[src/rtl/plot_pkg.sv]
// plot_pkg: shared offsets, widths, FSM states and helpers for the plot line interpolator
package plot_pkg;
  localparam int CMD_W = 16;
  localparam int ERR_W = 18;
  localparam int PERIOD_W = 16;
  localparam logic [2:0] OFF_CMD = 3'd0;
  localparam logic [2:0] OFF_PERIOD = 3'd1;
  localparam logic [2:0] OFF_STATUS = 3'd2;
  localparam logic [2:0] OFF_CTRL = 3'd3;
  localparam logic [2:0] OFF_POS1 = 3'd4;
  localparam logic [2:0] OFF_POS2 = 3'd5;
  typedef enum logic [2:0] {IDLE, LOAD, SETUP, WAIT, STEP} state_t;
  // one extra bit so |-32768| is representable
  function automatic logic [CMD_W:0] abs_ext(input logic [CMD_W-1:0] v);
    logic [CMD_W:0] s;
    s = {v[CMD_W-1], v};
    return v[CMD_W-1] ? -s : s;
  endfunction
endpackage

[src/rtl/plot_cmd_fifo.sv]
// plot_cmd_fifo: command FIFO with push/pop/flush; flush wins over a same-cycle push or pop
module plot_cmd_fifo
  import plot_pkg::*;
#(
  parameter int DEPTH = 4,
  parameter int W = 2 * CMD_W
) (
  input  logic         clk,
  input  logic         rst,
  input  logic         push,
  input  logic         pop,
  input  logic         flush,
  input  logic [W-1:0] din,
  output logic [W-1:0] dout,
  output logic [4:0]   count,
  output logic         full,
  output logic         empty
);
  localparam int AW = $clog2(DEPTH);
  logic [W-1:0] mem [DEPTH];
  logic [AW-1:0] wr_ptr, rd_ptr;
  logic do_push, do_pop;
  assign full = count == 5'(DEPTH);
  assign empty = count == 5'd0;
  assign do_push = push & ~full;
  assign do_pop = pop & ~empty;
  assign dout = mem[rd_ptr];
  always_ff @(posedge clk or posedge rst) begin
    if (rst) begin
      wr_ptr <= '0;
      rd_ptr <= '0;
      count <= '0;
    end else if (flush) begin
      wr_ptr <= '0;
      rd_ptr <= '0;
      count <= '0;
    end else begin
      if (do_push) wr_ptr <= wr_ptr + 1'b1;
      if (do_pop) rd_ptr <= rd_ptr + 1'b1;
      count <= count + 5'(do_push) - 5'(do_pop);
    end
  end
  always_ff @(posedge clk) begin
    if (do_push && !flush) mem[wr_ptr] <= din;
  end
endmodule

[src/rtl/plot_line_interpolator.sv]
// plot_line_interpolator: APB3 queued (dx,dy) moves -> paced Bresenham step requests on two axes
// Optional PLOT_POS_COUNTER_EN adds signed position counters at 0x10/0x14.
module plot_line_interpolator
  import plot_pkg::*;
#(
  parameter int FIFO_DEPTH = 4,
  parameter int DIR_SETUP = 4,
  parameter int PERIOD_RST = 1000
) (
  input  logic        PCLK,
  input  logic        PRESET,
  input  logic        PSEL,
  input  logic        PENABLE,
  input  logic        PWRITE,
  input  logic [31:0] PADDR,
  input  logic [31:0] PWDATA,
  output logic [31:0] PRDATA,
  output logic        PREADY,
  output logic        PSLVERR,
  input  logic        pulse_busy,
  output logic        step_req1,
  output logic        dir1,
  output logic        step_req2,
  output logic        dir2,
  output logic        done_irq
);
  localparam logic [15:0] SETUP_LAST = 16'(DIR_SETUP > 1 ? DIR_SETUP - 1 : 0);
  state_t state, state_n;
  logic [2:0] off;
  logic wr, rd, cmd_wr, abort;
  logic [2*CMD_W-1:0] cmd;
  logic [4:0] count;
  logic full, empty;
  logic [PERIOD_W-1:0] period, timer, reload;
  logic [CMD_W:0] adx, ady, mx, mn, major, minor, remaining;
  logic signed [ERR_W-1:0] err, err_n;
  logic [15:0] setup_cnt;
  logic x_major, minor_step, in_step, last;
  logic [31:0] pos1, pos2;
  logic unused_addr;
  assign unused_addr = ^{PADDR[31:5], PADDR[1:0]};
  assign off = PADDR[4:2];
  assign wr = PSEL & PWRITE & PENABLE;
  assign rd = PSEL & ~PWRITE;
  assign cmd_wr = wr && off == OFF_CMD;
  assign abort = wr && off == OFF_CTRL && PWDATA[0];
  assign PREADY = 1'b1;
  assign PSLVERR = cmd_wr & full;
  plot_cmd_fifo #(.DEPTH(FIFO_DEPTH)) u_fifo (
    .clk(PCLK), .rst(PRESET), .push(cmd_wr), .pop(state == LOAD), .flush(abort),
    .din(PWDATA), .dout(cmd), .count(count), .full(full), .empty(empty)
  );
  assign adx = abs_ext(cmd[CMD_W-1:0]);
  assign ady = abs_ext(cmd[2*CMD_W-1:CMD_W]);
  assign mx = adx >= ady ? adx : ady;
  assign mn = adx >= ady ? ady : adx;
  // two cycles of fixed overhead (STEP plus the final WAIT) are folded into the reload
  assign reload = period > 16'd2 ? period - 16'd2 : '0;
  assign err_n = err - $signed({1'b0, minor});
  assign minor_step = err_n[ERR_W-1];
  assign in_step = state == STEP;
  assign last = remaining == 17'd1;
  assign step_req1 = in_step & (x_major | minor_step);
  assign step_req2 = in_step & (~x_major | minor_step);
  assign done_irq = in_step & last & empty & ~abort;
  always_ff @(posedge PCLK or posedge PRESET) begin
    if (PRESET) state <= IDLE;
    else state <= state_n;
  end
  always_comb begin
    state_n = state;
    case (state)
      IDLE: state_n = empty ? IDLE : LOAD;
      LOAD: state_n = mx == '0 ? IDLE : SETUP;
      SETUP: state_n = setup_cnt >= SETUP_LAST ? WAIT : SETUP;
      WAIT: state_n = (timer == '0 && !pulse_busy) ? STEP : WAIT;
      STEP: state_n = last ? IDLE : WAIT;
      default: state_n = IDLE;
    endcase
    if (abort) state_n = IDLE;
  end
  always_ff @(posedge PCLK or posedge PRESET) begin
    if (PRESET) begin
      period <= PERIOD_W'(PERIOD_RST);
      dir1 <= 1'b0;
      dir2 <= 1'b0;
      x_major <= 1'b0;
      major <= '0;
      minor <= '0;
      err <= '0;
      remaining <= '0;
      timer <= '0;
      setup_cnt <= '0;
    end else begin
      if (wr && off == OFF_PERIOD) period <= PWDATA[PERIOD_W-1:0];
      if (state == LOAD) begin
        dir1 <= ~cmd[CMD_W-1];
        dir2 <= ~cmd[2*CMD_W-1];
        x_major <= adx >= ady;
        major <= mx;
        minor <= mn;
        err <= $signed({1'b0, mx} >> 1);
        remaining <= mx;
        setup_cnt <= '0;
      end
      if (state == SETUP) begin
        setup_cnt <= setup_cnt + 16'd1;
        timer <= reload;
      end
      if (state == WAIT && timer != '0) timer <= timer - 1'b1;
      if (state == STEP) begin
        err <= minor_step ? err_n + $signed({1'b0, major}) : err_n;
        remaining <= remaining - 1'b1;
        timer <= reload;
      end
    end
  end
`ifdef PLOT_POS_COUNTER_EN
  always_ff @(posedge PCLK or posedge PRESET) begin
    if (PRESET) begin
      pos1 <= '0;
      pos2 <= '0;
    end else begin
      if (step_req1) pos1 <= dir1 ? pos1 + 32'd1 : pos1 - 32'd1;
      if (step_req2) pos2 <= dir2 ? pos2 + 32'd1 : pos2 - 32'd1;
    end
  end
`else
  assign pos1 = '0;
  assign pos2 = '0;
`endif
  always_comb begin
    PRDATA = '0;
    if (rd) begin
      case (off)
        OFF_PERIOD: PRDATA = {16'd0, period};
        OFF_STATUS: PRDATA = {23'd0, count, 1'b0, state != IDLE, full, empty};
        OFF_POS1: PRDATA = pos1;
        OFF_POS2: PRDATA = pos2;
        default: PRDATA = '0;
      endcase
    end
  end
endmodule

[config.mk]
export PLATFORM = sky130hd
export DESIGN_NAME = plot_line_interpolator
export DESIGN_NICKNAME = d
export VERILOG_FILES = /design/src/rtl/plot_pkg.sv /design/src/rtl/plot_cmd_fifo.sv /design/src/rtl/plot_line_interpolator.sv
export SDC_FILE = /design/constraint.sdc
export NUM_CORES = 1
export LEC_CHECK = 0
export CORE_AREA = 4 4 197 199
export CTS_BUF_LIST = sky130_fd_sc_hd__clkbuf_4
export DETAILED_ROUTE_END_ITERATION = 6
export DIE_AREA = 0 0 201 203
export PLACE_DENSITY = 0.57
export RECOVER_POWER = 25
export SYNTH_ARGS = -nofsm -noshare
export SYNTH_HDL_FRONTEND = slang
export SYNTH_SLANG_ARGS = --single-unit
[constraint.sdc]
create_clock -name PCLK -period 15 [get_ports PCLK]
set_clock_uncertainty 0.1 [all_clocks]
set_input_delay 3 -clock PCLK [delete_from_list [all_inputs] [get_ports PCLK]]
set_output_delay 3 -clock PCLK [all_outputs]
set_load 0.01 [all_outputs]
[Yosys cells after proc, flatten, opt, wreduce, memory -nomap -nowiden]
Memories as Yosys holds them, arrays and structs flattened.
Index checks and enable logic that the tools add are counted.
Storage, ports and cells
  register bits: 132
  RAM bits: 128
  ROM bits: 0
  output and inout port bits: 39
  memories kept: 1
  latch bits: 0
  input port bits: 70
Cells by class
  $add $sub $neg: 12
  reduce and logical (&&, ||, !) cells: 21
  order comparisons: 3
  bitwise gates (word level): 20
  shifts and indexed selects: 0
  $mul: 0
  equality and inequality tests: 9
  div/mod/pow operators: 0
  multiplexer cells: 31
Memories
  u_fifo.mem: words 4, width 32, rd ports 1, clocked after memory_dff 0, write ports 1, RTL line plot_cmd_fifo.sv:20  | logic [W-1:0] mem [DEPTH];
Operator list (count)
  $mux 16: 7
  $mux 17: 6
  $mux 18: 3
  $neg 17->17: 2
  $pmux 16 s2: 1
  $add 18x18->18: 1
  $sub 18x18->18: 1
  $eq 17x1->1 const B: 1
  $ge 17x17->1: 1
  $logic_not 17->1: 1
  $sub 17x1->17 const B: 1
  $add 16x1->16 const B: 1
  $ge 16x2->1 const B: 1
  $gt 16x2->1 const B: 1
  $logic_not 16->1: 1
  $reduce_bool 16->1: 1
  $sub 16x1->16 const B: 1
  $sub 16x2->16 const B: 1
  $pmux 3 s5: 1
  $eq 3x2->1 const B: 4
  $mux 2: 6
  $and 1x1->1: 11
  $reduce_bool 2->1: 4
  $logic_and 1x1->1: 7
  other kinds (15): 31

[Longest topological paths before layout]
Gate-level depths: netlist (run 1).
An unclocked memory read counts as a cell.
  depth after elaboration: 9
  gate-level depth with buffers: 23
  gate-level depth less buffers: 18

[By module]
Synthesis (run 1) repeated with hierarchy kept, for this count alone.
Unflattened totals
  cell total of the unflattened synthesis: 1363
  area total of the unflattened synthesis: 14946.8 um^2
By module, submodules not included
  plot_line_interpolator: times used 1, cells each 1123, area an instance 9611.7 um^2
  plot_cmd_fifo: times used 1, cells each 240, area an instance 5335.1 um^2

[Least setup slack after synthesis (run 1)]
Ideal clock, no wire load.
  path type: input-to-output
  from: in PADDR[4]
  to: out PRDATA[10]
  setup slack: 7.847 ns
  buffers on the path: 1
  stages on the path: 4
  arrival: 4.053 ns
  cell sequence: or3b_2 -> clkbuf_1 -> nor2_1 -> and2_1
Between the ends
  cells in the longest elaborated chain, start to end: 3
  elaborated cells between the ends (all ways): 4
RTL lines
  start, declared: RTL line plot_line_interpolator.sv:15  | input logic [31:0] PADDR,
  $eq 3x2->1 / $eq 3x1->1 (equally long branches): RTL line plot_line_interpolator.sv:135  | case (off)
  $pmux 16 s2 *: RTL line plot_line_interpolator.sv:135
  $mux 16 *: RTL line plot_line_interpolator.sv:134  | if (rd) begin
  end, declared: RTL line plot_line_interpolator.sv:17  | output logic [31:0] PRDATA,
Every way passes the cells marked *; elsewhere a longest branch is shown, timed or not.

[Final worst setup path (run 1)]
  from: in PADDR[4]
  to: out done_irq
Between the ends
  cells in the longest elaborated chain, start to end: 5
RTL lines
  $eq 3x2->1: RTL line plot_line_interpolator.sv:46  | assign abort = wr && off == OFF_CTRL && PWDATA[0];
  $logic_and 1x1->1 (2 in series): RTL line plot_line_interpolator.sv:46
  $not 1->1: RTL line plot_line_interpolator.sv:65  | assign done_irq = in_step & last & empty & ~abort;
  $and 1x1->1: RTL line plot_line_interpolator.sv:65
  end, declared: RTL line plot_line_interpolator.sv:25  | output logic done_irq
No other way between the ends.

==> results_dict.tcl, run 1 <==
set metrics [dict create \
    cts_hold_buf 0 \
    regToRegEndpoint "remaining[1]" \
    tritoncts_num_sinks 260 \
    worst_ep_arrival_time_ns 5.22 \
    crit_path_max_incr_delay_ns 0.77 \
    synth-edff-count 128 \
    grt_pass1_vias 10931 \
    syn_avg_cell_area_um2 10.92 \
    worstRegToRegCells 20 \
    floorplan.initialDensity_pct 39.39 \
    grt_start_max_net_pins 98 \
    critical_path_required_ns 11.90 \
    die_area_mm2 0.04080 \
    global_route.overflow_total 0 \
    worstHoldEndpoint "minor[15]" \
    report.final.slew_viol_count 98 \
    power.total_uw 4131 \
    detailedRoute.firstPassIterationCount 5 \
    post-cts-setup-buffers 0 \
    leakagePower_uw 0.006588 \
    die_h_um 203 \
    hold_depth 2 \
    hpwlAfterDp_um 24340 \
    final_cell_mix "sky130_fd_sc_hd__edfxtp_1 (128), sky130_fd_sc_hd__dfrtp_1 (125), sky130_fd_sc_hd__nand2_1 (110)" \
    power_per_cell_area_mw_per_mm2 247.9 \
    synth_cell_type_count 76 \
    cp_cell_sequence "clkdlybuf4s50_1 -> nand4b_1 -> nor2_1 -> nor4_1 -> clkdlybuf4s50_1" \
    synth_largest_type_area_fraction_pct 26.22 \
    final.setup.tns_ns 0 \
    globalRouteTotalUtil_pct 17.10 \
    core_area_mm2 0.03722 \
    netlist.top_cell.by_area "sky130_fd_sc_hd__edfxtp_1" \
    cts_buffers 73 \
    crit_path_start_kind "input pin" \
    yosys-top-cells-area "sky130_fd_sc_hd__edfxtp_1 (26%), sky130_fd_sc_hd__dfrtp_1 (22%), sky130_fd_sc_hd__ha_1 (5.7%)" \
    ys_seq_area_share_pct 48.80 \
    crit_fanout 12 \
    gp_congestion 0.8596 \
    period_share_pct 55.46 \
    maxCapViolations 1 \
    drive_above_1_share_pct 14.67 \
    ir_worst_vdd_v 0.0001007 \
    timing.final.setup_violations 0 \
    tightest_slew_ns 3.813 \
    r2r_setup_slk_ns 8.61 \
    post-route-drc-count 0 \
    max_slew_margin_pct -154.2 \
    path_buf_inv 2 \
    critPathSlowestCell "sky130_fd_sc_hd__nor2_1" \
    yosys_most_used_dff "sky130_fd_sc_hd__edfxtp_1" \
    critPathKind "in -> out" \
    area.growth.synth_to_final_pct 13.69 \
    violated_checks "max-capacitance violations, max-slew violations" \
    nets_finish 1581 \
    hold_violations 0 \
    global_route_wire_length_before_repair_um 57180 \
    tritoncts "yes" \
    synthesis.yosys.warnings 0 \
    worst_path_most_repeated_cell "sky130_fd_sc_hd__clkdlybuf4s50_1" \
    number_of_inserted_filler_cells_in_the_final_layout 3481 \
    holdCritStartpoint "minor[15]" \
    syn_area_mm2 0.01466 \
    clock_root_cell "sky130_fd_sc_hd__clkbuf_4" \
    grt_setup_unrepaired "no" \
    fmaxAchievable_mhz 120.2 \
    drtIter0Drc 614 \
    end_kind "primary output" \
    synthArstFlopShare_pct 50.77 \
    cts.repair.resized 0 \
    floorplan.rows 71 \
    hold_ws_ns 0.3814 \
    worst_hold_path_type "reg -> reg" \
    final_common_cell "sky130_fd_sc_hd__edfxtp_1" \
    cts_htree_levels 3 \
    initial_antenna_violation_count 5 \
    final_critical_path_required_period_ns 8.319 \
    crit-reg2reg-launch "u_fifo.rd_ptr[0]" \
    run_status "finished, violations left" \
    worst_setup_hold_path_clk_slew_ns 0.06 \
    netlist_instances 1343 \
    ioPinCount 109 \
    fp.dieW_um 201 \
    avgViaCountPerCell 5.438 \
    routed_wl_um 34920 \
    longest_clk_path_bufs 3 \
    num_vias 10757 \
    clock_network_latency_to_the_later_pin_of_the_worst_skew_pair_ns 0.70 \
    worst_path_dominant_cell_family "simple AND/OR/NAND/NOR gates" \
    timing.critical_path.depth 5 \
    postSynthRegisterBits 260 \
    drtAntennaViolNets 0 \
    post_drt_wl_per_cell_um 17.66 \
    port_buffers 62 \
]
==> metal layers <==
metal  global-route usage, %  vias to the layer above  wire, um
met5                       0                        -        13
met1                   22.98                     5242     15920
li1                        -                     5210         -
met3                   3.418                       64      1746
met2                   27.57                      239     16500
met4                   6.490                        2       743
==> worst register-to-register path: cells and delay by family, from the launching register on <==
kind | cells | cell delay (ns)
compound gates | 10 | 2.24
xor+xnor | 1 | 0.31
fa+ha+maj | 2 | 0.54
buf+inv | 4 | 1.22
flops | 1 | 0.33
mux | 2 | 1.27
simple gates | 1 | 0.09
==> synthesized netlist by cell type, drive strengths merged, types with 10 or more instances <==
cell type / count
a22o: 11
o211ai: 10
xor2: 30
clkbuf: 39
nor2b: 11
dfrtp: 126
mux2i: 29
nand3: 27
nor2: 92
a2111oi: 11
ha: 67
nor3: 35
a31oi: 17
or3: 16
inv: 72
and2: 20
buf: 32
nor4: 15
o31ai: 15
a21oi: 45
a211oi: 23
o21ai: 112
mux4: 32
nand2: 110
xnor2: 37
mux2: 29
nand2b: 14
edfxtp: 128
a21o: 15
==> stage by stage <==
step | area [um^2] | std cells | utilization [%] | setup slack (ns)
6_report | 16670 | 1978 | 44.78 | 6.681
5_1_grt | 16670 | 1977 | 44.77 | 6.546
4_1_cts | 16670 | 1974 | 44.78 | 6.664
3_5_place_dp | 15700 | 1840 | 42.17 | 6.667
3_3_place_gp | 15700 | 1840 | 42.17 | 6.681
2_1_floorplan | 14730 | 1360 | - | 7.847
==> flip-flops by register name, summed over array words and instances, names as in the netlist <==
| register | flops |
|---|---|
| dir1 | 1 |
| dir2 | 1 |
| err | 18 |
| major | 17 |
| minor | 17 |
| period | 16 |
| remaining | 17 |
| setup_cnt | 16 |
| state | 3 |
| timer | 16 |
| u_fifo.count | 5 |
| u_fifo.mem | 128 |
| u_fifo.rd_ptr | 2 |
| u_fifo.wr_ptr | 2 |
| x_major | 1 |
==> worst max path at each step <==
stage	start	end	slack, ns
final	PADDR[4]	done_irq	6.68
after global routing	PWRITE	done_irq	6.55
after CTS	PWRITE	done_irq	6.66
after detailed placement	PWRITE	done_irq	6.67
after global placement	PADDR[4]	done_irq	6.68
after floorplan	PADDR[4]	PRDATA[10]	7.85
==> power by group <==
part / leakage [uW] / switching (uW) / internal (uW)
logic: 0.00323 / 1440 / 1020
clock network: 0.000579 / 300 / 369
registers: 0.00278 / 111 / 886
total: 0.00659 / 1850 / 2280
==> kinds of logic after synthesis <==
logic type | count (synthesis) | share of synthesized area (%)
AO/OA/AOI/OAI | 331 | 14.93
other | 2 | 0.05122
flip-flops | 260 | 48.80
XOR/XNOR | 67 | 4.002
buffers and inverters | 143 | 4.403
AND/OR/NAND/NOR | 380 | 12.57
multiplexers | 90 | 9.123
adder cells (fa/ha/maj) | 70 | 6.127
==> final cells by class <==
class / instances / area, um^2 / area share [%]
diodes: 4 / 10.01 / 0.06005
clock buffers: 109 / 818.3 / 4.909
clock inverters: 25 / 155.1 / 0.9308
inverters: 72 / 275.3 / 1.651
multi-input cells: 957 / 6935 / 41.61
flip-flops and latches: 260 / 7156 / 42.93
well taps: 474 / 593.1 / 3.558
repair buffers: 77 / 725.7 / 4.354
No activity file was read; power rests on OpenSTA's default activity.
==> run 2, diff against run 1 <==
==> constraint.sdc (replaced) <==
create_clock -name PCLK -period 8 [get_ports PCLK]
set_clock_uncertainty 0.1 [all_clocks]
set_input_delay 1.6 -clock PCLK [delete_from_list [all_inputs] [get_ports PCLK]]
set_output_delay 1.6 -clock PCLK [all_outputs]
set_load 0.01 [all_outputs]
==> run 2 against run 1 <==
The run still ends with max-capacitance violations, max-slew violations left. Register-to-register slack worse by 6.8 ns. Via count down 1.5%. Worst hold slack worse by 0.0030 ns. Combinational power up 86%. Critical path type is now reg -> reg. Largest cell class unchanged. Largest power group unchanged.
==> results_dict.tcl, run 2 (synthesis results as in run 1) <==
set metrics [dict create \
    run_status "finished, violations left" \
    violated_checks "max-capacitance violations, max-slew violations" \
    crit_fanout 33 \
    clock_network_latency_to_the_later_pin_of_the_worst_skew_pair_ns 0.70 \
    tritoncts_num_sinks 260 \
    fmaxAchievable_mhz 162.8 \
    combinationalPowerShare_pct 60.2 \
    ir_worst_vdd_v 0.0001823 \
    routed_wl_um 34780 \
    biggestRegsByFlops "u_fifo.mem x128, err x18" \
    power_switching_share_pct 45.15 \
    leakagePower_uw 0.006510 \
    floorplan.initialDensity_pct 39.39 \
    die_h_um 203 \
    initial_antenna_violation_count 4 \
    hpwlAfterDp_um 24670 \
    avgViaCountPerCell 5.397 \
    worst_hold_path_type "reg -> reg" \
    grt_start_max_net_pins 98 \
    tritoncts "yes" \
    final_critical_path_required_period_ns 6.142 \
    cts_hold_buf 0 \
    drive_above_1_share_pct 14.06 \
    detailed_place.area_mm2 0.01570 \
    final_common_cell "sky130_fd_sc_hd__edfxtp_1" \
    final_cell_mix "sky130_fd_sc_hd__edfxtp_1 (128), sky130_fd_sc_hd__dfrtp_1 (125), sky130_fd_sc_hd__nand2_1 (109)" \
    grt_pass1_vias 10746 \
    gp_congestion 0.8810 \
    hold_ws_ns 0.3784 \
    area.growth.synth_to_final_pct 12.92 \
    report.final.slew_viol_count 185 \
    regMostFlops "u_fifo.mem" \
    drtAntennaViolNets 0 \
    tightest_slew_ns 4.059 \
    max_slew_margin_pct -172.1 \
    cts.repair.resized 0 \
    power.total_uw 7616 \
    power_per_cell_area_mw_per_mm2 460.0 \
    nets_finish 1578 \
    num_vias 10595 \
    worst_ep_arrival_time_ns 6.42 \
    max_ffs_per_register 128 \
    post-cts-setup-buffers 0 \
    globalRouteTotalUtil_pct 17.21 \
    detailedRoute.firstPassIterationCount 5 \
    flop_pwr_share_pct 24.8 \
    floorplan.rows 71 \
    period_share_pct 76.77 \
    ioPinCount 109 \
    internal-power_uw 4177 \
    timing.final.setup_violations 0 \
    core_area_mm2 0.03722 \
    maxCapViolations 2 \
    port_buffers 62 \
    post-route-drc-count 0 \
    grt_setup_unrepaired "no" \
    critPathKind "reg -> reg" \
    global_route.overflow_total 0 \
    crit_path_start_kind "flop" \
    cts_buffers 70 \
    final.setup.tns_ns 0 \
    fp.dieW_um 201 \
    cts_htree_levels 3 \
    post-route-cell-area_mm2 0.01656 \
    worst_setup_hold_path_clk_slew_ns 0.06 \
    drtIter0Drc 698 \
    hold_violations 0 \
    critical_path_required_ns 8.28 \
    global_route_wire_length_before_repair_um 57060 \
    clock_root_cell "sky130_fd_sc_hd__clkbuf_4" \
    p_clk_share_pct 15.0 \
    switching_power_uw 3439 \
    longest_clk_path_bufs 3 \
    post_drt_wl_per_cell_um 17.72 \
    end_kind "flop" \
    die_area_mm2 0.04080 \
]
-- run 2: per-layer routing --
metal	part of all wire [%]	up-vias	GRT usage (%)
met5	0.037	-	0
met4	2.5	2	6.416
met3	4.1	63	3.130
met2	48	190	28.03
met1	46	5134	23.12
li1	-	5206	-
-- run 2: power by group through the flow --
stage	Combinational (uW)	Sequential, uW	Clock (uW)
final	4580	1890	1140
after global routing	5170	1940	1260
after CTS	4600	1890	1190
after detailed placement	4570	1920	0
after global placement	4510	1910	0
after floorplan	3630	1820	0
-- run 2: final timing paths --
path | cells past startpoint | startpoint | slack (ns) | to
worst max-delay path | 19 | u_fifo.rd_ptr[0] | 1.86 | remaining[9]
worst min-delay path | 2 | minor[15] | 0.38 | minor[15]
worst max register to register | 19 | u_fifo.rd_ptr[0] | 1.86 | remaining[9]
worst min register to register | 2 | minor[15] | 0.38 | minor[15]
max in group asynchronous | 3 | PRESET | 3.33 | minor[5]
min in group asynchronous | 2 | PRESET | 2.48 | setup_cnt[6]
-- run 2: worst max-delay path, cell delays in order, from the launching register on --
cell	delay [ns]
sky130_fd_sc_hd__dfrtp_2	0.72
sky130_fd_sc_hd__mux4_2	0.71
sky130_fd_sc_hd__inv_1	0.10
sky130_fd_sc_hd__ha_1	0.19
sky130_fd_sc_hd__nand2_1	0.08
sky130_fd_sc_hd__a2111oi_0	0.44
sky130_fd_sc_hd__o21ai_2	0.21
sky130_fd_sc_hd__o41ai_1	0.45
sky130_fd_sc_hd__xnor2_1	0.32
sky130_fd_sc_hd__inv_1	0.09
sky130_fd_sc_hd__ha_1	0.33
sky130_fd_sc_hd__a211o_1	0.14
sky130_fd_sc_hd__o21ai_0	0.08
sky130_fd_sc_hd__a21oi_1	0.13
sky130_fd_sc_hd__o31ai_1	0.10
sky130_fd_sc_hd__a221o_1	0.34
sky130_fd_sc_hd__o311ai_4	0.09
sky130_fd_sc_hd__buf_4	0.46
sky130_fd_sc_hd__mux2i_1	0.51
sky130_fd_sc_hd__o221ai_1	0.21
-- run 2: per-stage QoR --
stage,utilization [%],std cells,worst slack (ns)
CTS,44.49,1960,1.866
finish,44.48,1963,1.858
global placement,42.17,1840,1.948
detailed placement,42.17,1840,1.887
floorplan,-,1360,2.626
global route,44.47,1962,1.368
-- run 2: layout make-up --
| cell class | instances | area, um^2 |
|---|---|---|
| repair buffers | 77 | 725.7 |
| well taps | 474 | 593.1 |
| clock buffers | 97 | 728.2 |
| inverters | 72 | 271.5 |
| multi-input cells | 957 | 6938 |
| diodes | 3 | 7.507 |
| flip-flops and latches | 260 | 7156 |
| fillers | 3527 | 20670 |
| clock inverters | 23 | 136.4 |
==> run 3, diff against run 2 <==
==> constraint.sdc (replaced) <==
create_clock -name PCLK -period 6.19 [get_ports PCLK]
set_clock_uncertainty 0.1 [all_clocks]
set_input_delay 1.238 -clock PCLK [delete_from_list [all_inputs] [get_ports PCLK]]
set_output_delay 1.238 -clock PCLK [all_outputs]
set_load 0.01 [all_outputs]
==> run 3 against run 2 <==
The flow still finishes with violations (max-capacitance violations, max-slew violations). First-iteration DRC count fell by 25%. Sequential share of layout area fell by 0.36 points. Clock power rose by 39%. Non-clock buffer count rose by 7. Largest power group unchanged.
==> results_dict.tcl, run 3 (synthesis results as in run 1) <==
set metrics [dict create \
    run_status "finished, violations left" \
    violated_checks "max-capacitance violations, max-slew violations" \
    critPathKind "reg -> reg" \
    worstHoldEndpoint "minor[13]" \
    final_common_cell "sky130_fd_sc_hd__edfxtp_1" \
    crit_path_start_kind "flop" \
    end_kind "flop" \
    final_critical_path_required_period_ns 5.750 \
    power_per_cell_area_mw_per_mm2 598.4 \
    worstRegToRegCells 13 \
    core_area_mm2 0.03722 \
    worst_ep_arrival_time_ns 6.20 \
    grt_pass1_vias 10930 \
    maxCapViolations 1 \
    drive_above_1_share_pct 14.70 \
    ir_worst_vdd_v 0.0002877 \
    floorplan.initialDensity_pct 39.39 \
    report.final.slew_viol_count 69 \
    tightest_slew_ns 3.075 \
    drtIter0Drc 523 \
    fp.dieW_um 201 \
    hold_violations 0 \
    grt_setup_unrepaired "no" \
    leakagePower_uw 0.006594 \
    r2r_setup_slk_ns 0.44 \
    worst_hold_path_type "reg -> reg" \
    hold_ws_ns 0.3763 \
    globalRouteTotalUtil_pct 17.23 \
    combinationalPowerShare_pct 59.7 \
    detailed_place.area_mm2 0.01575 \
    final_cell_mix "sky130_fd_sc_hd__edfxtp_1 (128), sky130_fd_sc_hd__dfrtp_1 (125), sky130_fd_sc_hd__nand2_1 (109)" \
    die_area_mm2 0.04080 \
    crit_fanout 19 \
    regToRegEndpoint "remaining[11]" \
    tritoncts_num_sinks 260 \
    max_slew_margin_pct -106.1 \
    detailedRoute.firstPassIterationCount 5 \
    num_vias 10667 \
    longest_clk_path_bufs 3 \
    post-route-cell-area_mm2 0.01669 \
    crit-reg2reg-launch "u_fifo.rd_ptr[0]" \
    port_buffers 62 \
    timing.final.setup_violations 0 \
    routed_wl_um 35070 \
    fmaxAchievable_mhz 173.9 \
    hold_depth 2 \
    power.total_uw 9990 \
    max_ffs_per_register 128 \
    post-route-drc-count 0 \
    drtAntennaViolNets 0 \
    switching_power_uw 4481 \
    gp_congestion 0.8561 \
    cts.repair.resized 0 \
    hpwlAfterDp_um 24930 \
    clock_root_cell "sky130_fd_sc_hd__clkbuf_4" \
    power_switching_share_pct 44.85 \
    period_share_pct 92.89 \
    cts_hold_buf 0 \
    clock_network_latency_to_the_later_pin_of_the_worst_skew_pair_ns 0.71 \
    nets_finish 1586 \
    holdCritStartpoint "minor[13]" \
    biggestRegsByFlops "u_fifo.mem x128, err x18" \
    fraction_of_the_core_area_covered_by_cells_at_the_end_of_the_flow_pct 44.85 \
    avgViaCountPerCell 5.387 \
    cts_htree_levels 3 \
    final.setup.tns_ns 0 \
    post_drt_wl_per_cell_um 17.71 \
    global_route_wire_length_before_repair_um 57200 \
    ioPinCount 109 \
    tritoncts "yes" \
    cts_buffers 71 \
    global_route.overflow_total 0 \
    critical_path_required_ns 6.64 \
    post-cts-setup-buffers 0 \
    regMostFlops "u_fifo.mem" \
    internal-power_uw 5509 \
    floorplan.rows 71 \
    die_h_um 203 \
    flop_pwr_share_pct 24.5 \
    area.growth.synth_to_final_pct 13.87 \
    grt_start_max_net_pins 98 \
    p_clk_share_pct 15.8 \
    initial_antenna_violation_count 3 \
    worst_setup_hold_path_clk_slew_ns 0.07 \
]
[run 3: worst max-delay path by stage]
| stage | depth (start not counted) | slack (ns) | from | to |
|---|---|---|---|---|
| floorplan | 22 | 0.82 | u_fifo.rd_ptr[0] | remaining[14] |
| global placement | 13 | 0.50 | u_fifo.rd_ptr[0] | remaining[11] |
| detailed placement | 16 | 0.44 | u_fifo.rd_ptr[1] | remaining[11] |
| CTS | 16 | 0.39 | u_fifo.rd_ptr[1] | remaining[11] |
| global route | 12 | 0.02 | u_fifo.rd_ptr[0] | remaining[11] |
| finish | 13 | 0.44 | u_fifo.rd_ptr[0] | remaining[11] |
[run 3: area by class of cell]
class / count / area (um^2)
inverter: 72 / 271.5
sequential: 260 / 7156
antenna: 3 / 7.507
multi-input combinational: 957 / 6938
clock inverter: 27 / 173.9
clock buffer: 103 / 773.2
tap: 474 / 593.1
timing repair buffer: 84 / 782.0
fill: 3542 / 20530
[run 3: routing by layer]
metal / vias up / global-route usage, % / share of wire, %
li1: 5227 / - / -
met2: 207 / 28.94 / 48
met3: 50 / 3.530 / 4.1
met4: 2 / 4.966 / 1.5
met1: 5181 / 22.74 / 46
met5: - / 0 / 0.020
[run 3: per-stage QoR]
step	cells	setup slack, ns
after floorplan	1360	0.8158
after global placement	1847	0.4972
after detailed placement	1847	0.4391
after CTS	1977	0.3893
after global routing	1980	0.01542
final	1980	0.4403
[run 3: power by group through the flow]
stage / Clock, uW / Sequential (uW) / Combinational [uW]
3_5_place_dp: 0 / 2470 / 5970
2_1_floorplan: 0 / 2350 / 4690
6_report: 1580 / 2440 / 5970
4_1_cts: 1640 / 2440 / 6000
5_1_grt: 1740 / 2490 / 6720
3_3_place_gp: 0 / 2470 / 5910
[run 3: worst max-delay path, cell delays in order, from the launching register on]
cell                       delay [ns]
sky130_fd_sc_hd__dfrtp_2         0.56
sky130_fd_sc_hd__buf_4           0.31
sky130_fd_sc_hd__mux4_2          0.64
sky130_fd_sc_hd__nor3_1          0.28
sky130_fd_sc_hd__nand2b_1        0.15
sky130_fd_sc_hd__or4_1           0.56
sky130_fd_sc_hd__nor3_1          0.44
sky130_fd_sc_hd__inv_1           0.09
sky130_fd_sc_hd__ha_1            0.31
sky130_fd_sc_hd__nand4_1         0.20
sky130_fd_sc_hd__o311ai_4        0.97
sky130_fd_sc_hd__buf_4           0.35
sky130_fd_sc_hd__mux2i_1         0.45
sky130_fd_sc_hd__o221ai_1        0.19
